<file path="config.mk">
export PLATFORM = sky130hd
export DESIGN_NAME = counter_mm
export DESIGN_NICKNAME = d
export VERILOG_FILES = /design/src/rtl/counter_pkg.sv /design/src/rtl/counter_mm_gray_codec.sv /design/src/rtl/counter_mm.sv
export SDC_FILE = /design/constraint.sdc
export NUM_CORES = 1
export LEC_CHECK = 0
export ABC_AREA = 1
export ABC_CLOCK_PERIOD_IN_PS = 5000
export BUFFER_PORTS_ARGS = -buffer_cell sky130_fd_sc_hd__buf_4
export CAP_MARGIN = 20
export CORE_MARGIN = 1
export CORE_UTILIZATION = 50
export CTS_CLUSTER_DIAMETER = 200
export CTS_CLUSTER_SIZE = 12
export DETAILED_ROUTE_END_ITERATION = 6
export PLACE_DENSITY = 0.69
export RECOVER_POWER = 100
export SYNTH_ARGS = -nofsm -noshare
export SYNTH_HDL_FRONTEND = slang
export SYNTH_SLANG_ARGS = --single-unit
</file>
<file path="constraint.sdc">
create_clock -name clk -period 5 [get_ports clk]
set_input_delay 0.25 -clock clk [delete_from_list [all_inputs] [get_ports clk]]
set_output_delay 0.25 -clock clk [all_outputs]
set_load 0.1 [all_outputs]
</file>
<file path="src/rtl/counter_pkg.sv">
// Shared encodings for the multi-mode counter: count types and end-of-count policies.
package counter_pkg;

  localparam logic [1:0] CT_BIN     = 2'd0;
  localparam logic [1:0] CT_GRAY    = 2'd1;
  localparam logic [1:0] CT_RING    = 2'd2;
  localparam logic [1:0] CT_JOHN    = 2'd3;

  // Code 3 is reserved and behaves as wrap since only stop/bounce are decoded.
  localparam logic [1:0] EOC_WRAP   = 2'd0;
  localparam logic [1:0] EOC_STOP   = 2'd1;
  localparam logic [1:0] EOC_BOUNCE = 2'd2;

endpackage

</file>
<file path="src/rtl/counter_mm_gray_codec.sv">
// Combinational gray codec: independent bin->gray encode and gray->bin decode paths.
module gray_codec #(
  parameter int COUNT_WIDTH = 8
) (
  input  logic [COUNT_WIDTH-1:0] i_bin,
  input  logic [COUNT_WIDTH-1:0] i_gray,
  output logic [COUNT_WIDTH-1:0] o_gray,
  output logic [COUNT_WIDTH-1:0] o_bin
);

  assign o_gray = i_bin ^ (i_bin >> 1);

  // Each binary bit is the XOR of all gray bits at or above it; no ripple chain.
  for (genvar gi = 0; gi < COUNT_WIDTH; gi++) begin : g_dec
    assign o_bin[gi] = ^(i_gray >> gi);
  end

endmodule

</file>
<file path="src/rtl/counter_mm.sv">
// Multi-mode counter (binary/gray/ring/johnson) with limit, wrap/stop/bounce policy,
// registered terminal-count pulse and done flag.
module counter_mm
  import counter_pkg::*;
#(
  parameter int         COUNT_WIDTH = 8,
  parameter logic [1:0] TYPE_RESET  = 2'd0
) (
  input  logic                   clk,
  input  logic                   reset,
  input  logic                   load_,
  input  logic [COUNT_WIDTH-1:0] load_val,
  input  logic [COUNT_WIDTH-1:0] limit,
  input  logic [1:0]             count_type,
  input  logic [1:0]             eoc_mode,
  input  logic                   count_dir,
  input  logic                   count_enable_,
  output logic [COUNT_WIDTH-1:0] count,
  output logic                   tc,
  output logic                   done,
  output logic                   dir_eff
);

  localparam logic [COUNT_WIDTH-1:0] ONE = {{(COUNT_WIDTH-1){1'b0}}, 1'b1};

  logic [COUNT_WIDTH-1:0] r_count, r_limit, r_start;
  logic [1:0]             r_type, r_eoc;
  logic                   r_tc, r_done, r_flip;

  logic [COUNT_WIDTH-1:0] w_cur_dec, w_cur_bin, w_bin_next, w_next_gray;
  logic [COUNT_WIDTH-1:0] w_load_dec, w_load_bin, w_limit_gray, w_load_count;
  logic [COUNT_WIDTH-1:0] w_rot, w_step_val;
  logic                   w_dir, w_is_bg, w_bg_bound, w_rot_bound, w_bound, w_step;
  logic                   w_ins_up, w_ins_dn;

  assign w_dir   = count_dir ^ r_flip;
  assign w_is_bg = (r_type == CT_BIN) || (r_type == CT_GRAY);

  // Count path: decode the current value, encode the stepped value.
  gray_codec #(.COUNT_WIDTH(COUNT_WIDTH)) u_count_codec (
    .i_bin  (w_bin_next),
    .i_gray (r_count),
    .o_gray (w_next_gray),
    .o_bin  (w_cur_dec)
  );

  // Load path: decode load_val for the clamp test, encode limit for a clamped gray load.
  gray_codec #(.COUNT_WIDTH(COUNT_WIDTH)) u_load_codec (
    .i_bin  (limit),
    .i_gray (load_val),
    .o_gray (w_limit_gray),
    .o_bin  (w_load_dec)
  );

  assign w_cur_bin  = (r_type == CT_GRAY) ? w_cur_dec : r_count;
  assign w_load_bin = (count_type == CT_GRAY) ? w_load_dec : load_val;

  always_comb begin
    w_load_count = load_val;
    if ((count_type == CT_BIN || count_type == CT_GRAY) && (w_load_bin > limit)) begin
      w_load_count = (count_type == CT_GRAY) ? w_limit_gray : limit;
    end
  end

  assign w_bg_bound = w_dir ? (w_cur_bin == r_limit) : (w_cur_bin == '0);

  always_comb begin
    w_bin_next = w_dir ? (w_cur_bin + ONE) : (w_cur_bin - ONE);
    if (w_bg_bound) begin
      if (r_eoc == EOC_BOUNCE) begin
        // Reversal steps one unit back the other way; a zero limit has nowhere to go.
        if (r_limit == '0) w_bin_next = '0;
        else               w_bin_next = w_dir ? (r_limit - ONE) : ONE;
      end else begin
        w_bin_next = w_dir ? '0 : r_limit;
      end
    end
  end

  assign w_ins_up = (r_type == CT_JOHN) ? ~r_count[0]             : r_count[0];
  assign w_ins_dn = (r_type == CT_JOHN) ? ~r_count[COUNT_WIDTH-1] : r_count[COUNT_WIDTH-1];
  assign w_rot    = w_dir ? {w_ins_up, r_count[COUNT_WIDTH-1:1]}
                          : {r_count[COUNT_WIDTH-2:0], w_ins_dn};
  assign w_rot_bound = (w_rot == r_start);

  assign w_bound    = w_is_bg ? w_bg_bound : w_rot_bound;
  assign w_step     = ~count_enable_ & ~r_done;
  assign w_step_val = !w_is_bg ? w_rot : ((r_type == CT_GRAY) ? w_next_gray : w_bin_next);

  always_ff @(posedge clk) begin
    if (reset) begin
      r_count <= '0;
      r_tc    <= 1'b0;
      r_done  <= 1'b0;
      r_flip  <= 1'b0;
      r_type  <= TYPE_RESET;
      r_eoc   <= EOC_WRAP;
      r_limit <= '1;
      r_start <= '0;
    end else if (!load_) begin
      r_count <= w_load_count;
      r_type  <= count_type;
      r_eoc   <= eoc_mode;
      r_limit <= limit;
      r_start <= load_val;
      r_flip  <= 1'b0;
      r_done  <= 1'b0;
      r_tc    <= 1'b0;
    end else begin
      r_tc <= 1'b0;
      if (w_step) begin
        r_tc <= w_bound;
        // Binary/gray stop refuses the boundary step; ring/johnson take it first.
        if (!(w_bound && w_is_bg && r_eoc == EOC_STOP)) r_count <= w_step_val;
        if (w_bound && r_eoc == EOC_STOP)   r_done <= 1'b1;
        if (w_bound && r_eoc == EOC_BOUNCE) r_flip <= ~r_flip;
      end
    end
  end

  assign count   = r_count;
  assign tc      = r_tc;
  assign done    = r_done;
  assign dir_eff = w_dir;

endmodule

</file>
==> results.sh, run 1 <==
export IMPL_post_cts_buffers=0
export IMPL_netlist_area_leader_share_pct=19.9
export IMPL_crit_top_cell="nand2_1"
export IMPL_fin_crit_sh_pct=79.0
export IMPL_grt_pass1_wl_um=16600
export IMPL_preCtsSetupSlack_ps=1550
export IMPL_max_slew_margin_rel_pct=6.58
export IMPL_critPathBufInv=2
export IMPL_ant_nets=0
export IMPL_routabilityCongestion=0.967
export IMPL_cts_resized=0
export IMPL_setup_tns_ps=0
export IMPL_crit_required_ps=5220
export IMPL_crit_slowest_cell="a21oi_1"
export IMPL_clk_pin_slew_ps=70
export IMPL_path_class="register to register"
export IMPL_dr_pass1_iters=5
export IMPL_finClkSkew_ps=2.80
export IMPL_cp_cell_sequence="inv_1, ha_1, inv_1, nand2_2, nand2_2, nand3_1, nand2_1, nand2_1, nand2_1, nand2_1, nor2_1, nand3_2, nand2_1, nand3_2, a21oi_1, nor2_1, a21oi_2"
export IMPL_fillers=743
export IMPL_grt_antenna_before_repair=0
export IMPL_worst_pin_slew_ps=1400
export IMPL_max_stage_delay_ps=970
export IMPL_yosysMostFrequentCell="nand2_1"
export IMPL_hold_viol=0
export IMPL_status="finished clean"
export IMPL_stdcell_area_um2=3820
export IMPL_coreArea_um2=6790
export IMPL_htree_levels=2
export IMPL_synth_avg_cell_area_um2=5.80
export IMPL_worst_setup_path_end_kind="register"
export IMPL_ios=36
export IMPL_cts_path_max_buffers=2
export IMPL_netlist_instances=606
export IMPL_netlist_area_um2=3520
export IMPL_clock_fmax_mhz=253
export IMPL_fp_dieArea_um2=7370
export IMPL_finalPower_mw=1.14
export IMPL_die_y_um=85.9
export IMPL_grt_pass1_vias=3471
export IMPL_syn_nets=649
export IMPL_drtIter0Drc=342
export IMPL_synth_seq_cells=31
export IMPL_p_leak_nw=1.95
export IMPL_final_seq_area_um2=621
export IMPL_antenna_cells=0
export IMPL_port_buffers=35
export IMPL_period_needed_ps=3950
export IMPL_yosysSeqAreaShare_pct=17.7
export IMPL_place_hpwl_um=8310
export IMPL_syn2layout_area_growth_pct=8.75
export IMPL_globalRouteOverflowTotal=0
export IMPL_drc=0
export IMPL_avgRoutedWirePerCell_um=14.1
export IMPL_power_density_nw_per_um2=298
export IMPL_synth_edf_count=0
export IMPL_ir_worst_vdd_v=0.000129
export IMPL_synth_top_flop_cell="dfxtp_1"
export IMPL_die_width_um=85.9
export IMPL_multi_input_area_um2=2460
export IMPL_synthArstFlopShare_pct=0
export IMPL_maxCapViolations=0
export IMPL_ys_warn_count=0
export IMPL_ctsHoldBuffers=0
export IMPL_setup_viol=0
export IMPL_rows=30
export IMPL_cts_made_buffers=5
export IMPL_nets=675
export IMPL_grtUsageTotal_pct=28.8
export IMPL_start_util_pct=51.7
export IMPL_hold_path_class="input pin to register"
export IMPL_synth_top_cell_by_area="nand2_1"
export IMPL_grt_max_degree=39
export IMPL_cts_sinks=31
export IMPL_cts_tree="done"
export IMPL_arrival_ps=4170
export IMPL_critPathLaunchType="register"
export IMPL_drive_gt1_share_pct=8.37
export IMPL_insertion_delay_ps=280
export IMPL_dpl_cell_area_um2=3800
export IMPL_synth_area_leaders="nand2_1 20%, dfxtp_1 18%, inv_1 8.6%"
export IMPL_rsz0062_at_grt="no"
export IMPL_drt_total_wl_um=10300
export IMPL_crit_fanout=16
export IMPL_synthTopCellsByCount="186 x nand2_1, 81 x inv_1, 49 x nand3_1, 49 x o21ai_0, 48 x nor2_1"
export IMPL_synth_cell_types=40
export IMPL_viasPerCell=5.40
export IMPL_vias=3940
export IMPL_cts_root_buffer="clkbuf_8"
export IMPL_timing_final_ws_setup_ps=1050
export IMPL_slew_violations=0
export IMPL_crit_family="simple AND/OR/NAND/NOR gates"
-- per-stage QoR --
step,instances,hold WS [ps],utilization [%]
6_report,729,227,56.3
5_1_grt,729,246,56.3
4_1_cts,729,226,57.2
3_5_place_dp,721,460,56.0
3_3_place_gp,721,459,56.0
2_1_floorplan,606,380,-
-- power by group --
group          total [mW]  switching, mW  internal [mW]
Sequential          0.303         0.0349          0.268
Combinational       0.644          0.443          0.201
Clock               0.194         0.0964         0.0977
-- layout make-up --
class	count	area share [%]
clock buffer	7	2.00
clock inverter	1	0.131
inverter	86	8.44
multi-input combinational	473	64.4
sequential	31	16.2
tap	96	3.14
timing repair buffer	35	5.69
-- worst register-to-register path: stages (launching register included) --
cell and delay, ps:
dfxtp_1 510, inv_1 180, ha_1 340, inv_1 130, nand2_2 90, nand2_2 90
nand3_1 140, nand2_1 170, nand2_1 60, nand2_1 90, nand2_1 50, nor2_1 110
nand3_2 120, nand2_1 370, nand3_2 110, a21oi_1 970, nor2_1 170, a21oi_2 180
-- routing by layer --
layer  track usage, %  up-vias  part of all wire, %
met4             10.2        0                  2.6
met1             37.3     1810                   46
met2             49.4      107                   47
li1                 -     2002                    -
met3             3.66       21                  4.8
met5                0        -                    0
-- state kept, by name (all words and copies together) (netlist names) --
signal / count
count: 8
r_limit: 8
r_start: 8
r_eoc: 2
r_type: 2
done: 1
r_flip: 1
tc: 1
-- cells by family (layout without fill, tap and decap cells) --
family	Yosys count	after routing	share of synthesized area, %
AOI/OAI and AO/OA	112	112	18.4
xor gates and xnor gates	32	32	7.97
buffers and inverters	102	129	11.9
adders and majority gates	18	18	6.62
and+or+nand+nor	311	311	37.5
DFF	31	31	17.7
-- final timing paths --
| path | cells past startpoint | slack [ps] | from | end |
|---|---|---|---|---|
| setup / recovery | 17 | 1050 | count[7]$_SDFFE_PP0P_ | count[2]$_SDFFE_PP0P_ |
| hold / removal | 3 | 230 | limit[0] | r_limit[0]$_SDFFE_PP1N_ |
| setup reg to reg | 17 | 1050 | count[7]$_SDFFE_PP0P_ | count[2]$_SDFFE_PP0P_ |
| hold reg to reg | 2 | 470 | r_flip$_SDFFE_PP0P_ | r_flip$_SDFFE_PP0P_ |
-- placed cells by master, fill, tap and decap left out, types with 5 or more instances in the layout --
cell type	instances
o211ai_1	5
a21oi_1	33
inv_1	81
clkbuf_1	14
nand3_1	49
xor2_1	26
xnor2_1	6
o21ai_0	49
dfxtp_1	31
buf_4	23
o22ai_1	5
nand4_1	8
nand2_1	188
ha_1	17
a21oi_2	7
clkbuf_8	5
nor2_1	48
No activity file was read; power rests on OpenSTA's default activity.
==> inputs of run 2 (changes only) <==
- ABC_CLOCK_PERIOD_IN_PS: 5000 -> 3200
- PLACE_DENSITY: 0.69 -> 0.72
- clock period: 5 -> 3.2 ns (I/O delays scaled with it)
==> run 2 against run 1 <==
Effect of this change:
- fmax up 34%
- total power up 65%
- flip-flop and latch count unchanged
- critical endpoint is now count[5]$_SDFFE_PP0P_
==> results.sh, run 2 (synthesis results as in run 1) <==
export IMPL_vias=3970
export IMPL_dpl_cell_area_um2=3940
export IMPL_p_leak_nw=2.04
export IMPL_drt_total_wl_um=10600
export IMPL_crit_family="simple AND/OR/NAND/NOR gates"
export IMPL_place_hpwl_um=8630
export IMPL_grt_pass1_vias=3712
export IMPL_finClkSkew_ps=5.03
export IMPL_grtUsageTotal_pct=30.5
export IMPL_cts_root_buffer="clkbuf_8"
export IMPL_port_buffers=35
export IMPL_die_y_um=85.9
export IMPL_crit_slowest_cell="dfxtp_4"
export IMPL_globalRouteOverflowTotal=0
export IMPL_grt_pass1_wl_um=17500
export IMPL_hold_depth=3
export IMPL_power_density_nw_per_um2=466
export IMPL_nets=689
export IMPL_setup_viol=0
export IMPL_start_util_pct=51.7
export IMPL_ant_nets=0
export IMPL_insertion_delay_ps=290
export IMPL_cts_sinks=31
export IMPL_fp_dieArea_um2=7370
export IMPL_grt_antenna_before_repair=0
export IMPL_ir_worst_vdd_v=0.000269
export IMPL_cts_tree="done"
export IMPL_status="finished clean"
export IMPL_die_width_um=85.9
export IMPL_dr_pass1_iters=5
export IMPL_htree_levels=2
export IMPL_crit_required_ps=3380
export IMPL_finalNonFillerCells=743
export IMPL_layout_common_cells="184 x nand2_1, 80 x inv_1, 49 x o21ai_0"
export IMPL_drc=0
export IMPL_worst_setup_path_end_kind="register"
export IMPL_viasPerCell=5.34
export IMPL_grt_max_degree=39
export IMPL_drtIter0Drc=331
export IMPL_antenna_cells=0
export IMPL_crit_fanout=6
export IMPL_ios=36
export IMPL_cts_path_max_buffers=2
export IMPL_stdcell_area_um2=4030
export IMPL_hold_path_class="input pin to register"
export IMPL_critPathLaunchType="register"
export IMPL_clk_pin_slew_ps=70
export IMPL_cts_made_buffers=5
export IMPL_cp_cell_sequence="inv_1, ha_1, inv_1, nand2_2, nand2_2, nand2_1, nand2_2, nand2_2, ha_1, nand3_1, nand3_1, nand2_1, nand2_1, a21oi_1, xor2_1, inv_1, nand3_1, nand2_2, nand2_1, nand3_1, nand3b_1, a21oi_2"
export IMPL_clock_fmax_mhz=339
export IMPL_rows=30
export IMPL_post_cts_buffers=0
export IMPL_period_needed_ps=2950
export IMPL_max_stage_delay_ps=380
export IMPL_avgRoutedWirePerCell_um=14.2
export IMPL_fillers=691
export IMPL_routabilityCongestion=0.951
export IMPL_coreArea_um2=6790
export IMPL_path_class="register to register"
export IMPL_worst_pin_slew_ps=1170
export IMPL_fin_crit_sh_pct=92.2
export IMPL_layout_commonest_cell="nand2_1"
export IMPL_r2r_cells=22
export IMPL_crit_top_cell="nand2_2"
export IMPL_hold_viol=0
export IMPL_crit_cells=22
export IMPL_critPathBufInv=3
export IMPL_finalPower_mw=1.88
export IMPL_drive_gt1_share_pct=13.1
export IMPL_slew_violations=0
export IMPL_place_inst=735
export IMPL_syn2layout_area_growth_pct=14.5
export IMPL_arrival_ps=3130
export IMPL_max_slew_margin_rel_pct=22.6
export IMPL_maxCapViolations=0
run 2: cell types whose count changed in the layout (fill, tap and decap cells not counted), moves of 2 or more:
| cell | before | now |
|---|---|---|
| buf_4 | 23 | 35 |
| clkbuf_8 | 5 | 7 |
| dfxtp_2 | 0 | 6 |
| dfxtp_1 | 31 | 23 |
| dfxtp_4 | 0 | 2 |
| nand2_1 | 188 | 184 |
| xor2_1 | 26 | 24 |
| nand2_2 | 4 | 8 |
run 2: report_power, final:
group | leakage, nW | switching [mW] | internal, mW
clock network | 0.0515 | 0.146 | 0.196
registers | 0.260 | 0.0495 | 0.423
logic | 1.72 | 0.715 | 0.348
run 2: cell type report:
type | count | area (µm²) | share of cell area, %
multi-input combinational | 473 | 2520 | 62.5
sequential | 31 | 636 | 15.8
timing repair buffer | 49 | 332 | 8.23
inverter | 86 | 323 | 8.02
tap | 96 | 120 | 2.98
clock buffer | 8 | 100 | 2.49
run 2: metrics by stage:
step / utilization (%) / setup WS, ps / hold WS, ps / TNS, ps
detailed placement: 57.9 / -27.4 / 430 / -28.9
global route: 59.3 / -2.74 / 167 / -2.74
finish: 59.3 / 250 / 153 / 0
CTS: 59.4 / 157 / 125 / 0
global placement: 57.9 / 136 / 426 / 0
floorplan: - / 28.9 / 290 / 0
run 2: layer usage:
metal / vias to the layer above / track usage [%] / part of all wire [%]
met2: 111 / 51.5 / 47
met3: 24 / 3.18 / 4.4
met1: 1807 / 40.2 / 46
met5: - / 0 / 0
li1: 2028 / - / -
met4: 0 / 11.4 / 2.8
run 2: repair_timing:
item,4_1_cts,5_1_grt
resized for setup,0,8
hold buffers,0,0
endpoints found under the setup margin,0,8
hold endpoints to repair,0,0
run 2: path summary, 6_finish.rpt:
| check | start | slack, ps | to |
|---|---|---|---|
| max | count[6]$_SDFFE_PP0P_ | 250 | count[5]$_SDFFE_PP0P_ |
| min | eoc_mode[1] | 150 | r_eoc[1]$_SDFFE_PP0N_ |
| max reg2reg | count[6]$_SDFFE_PP0P_ | 250 | count[5]$_SDFFE_PP0P_ |
| min reg2reg | r_start[0]$_SDFFE_PP0N_ | 480 | r_start[0]$_SDFFE_PP0N_ |
run 2: worst min-delay path, stage by stage:
cell     delay, ps
buf_4           70
o21ai_0         60
a21oi_1        110
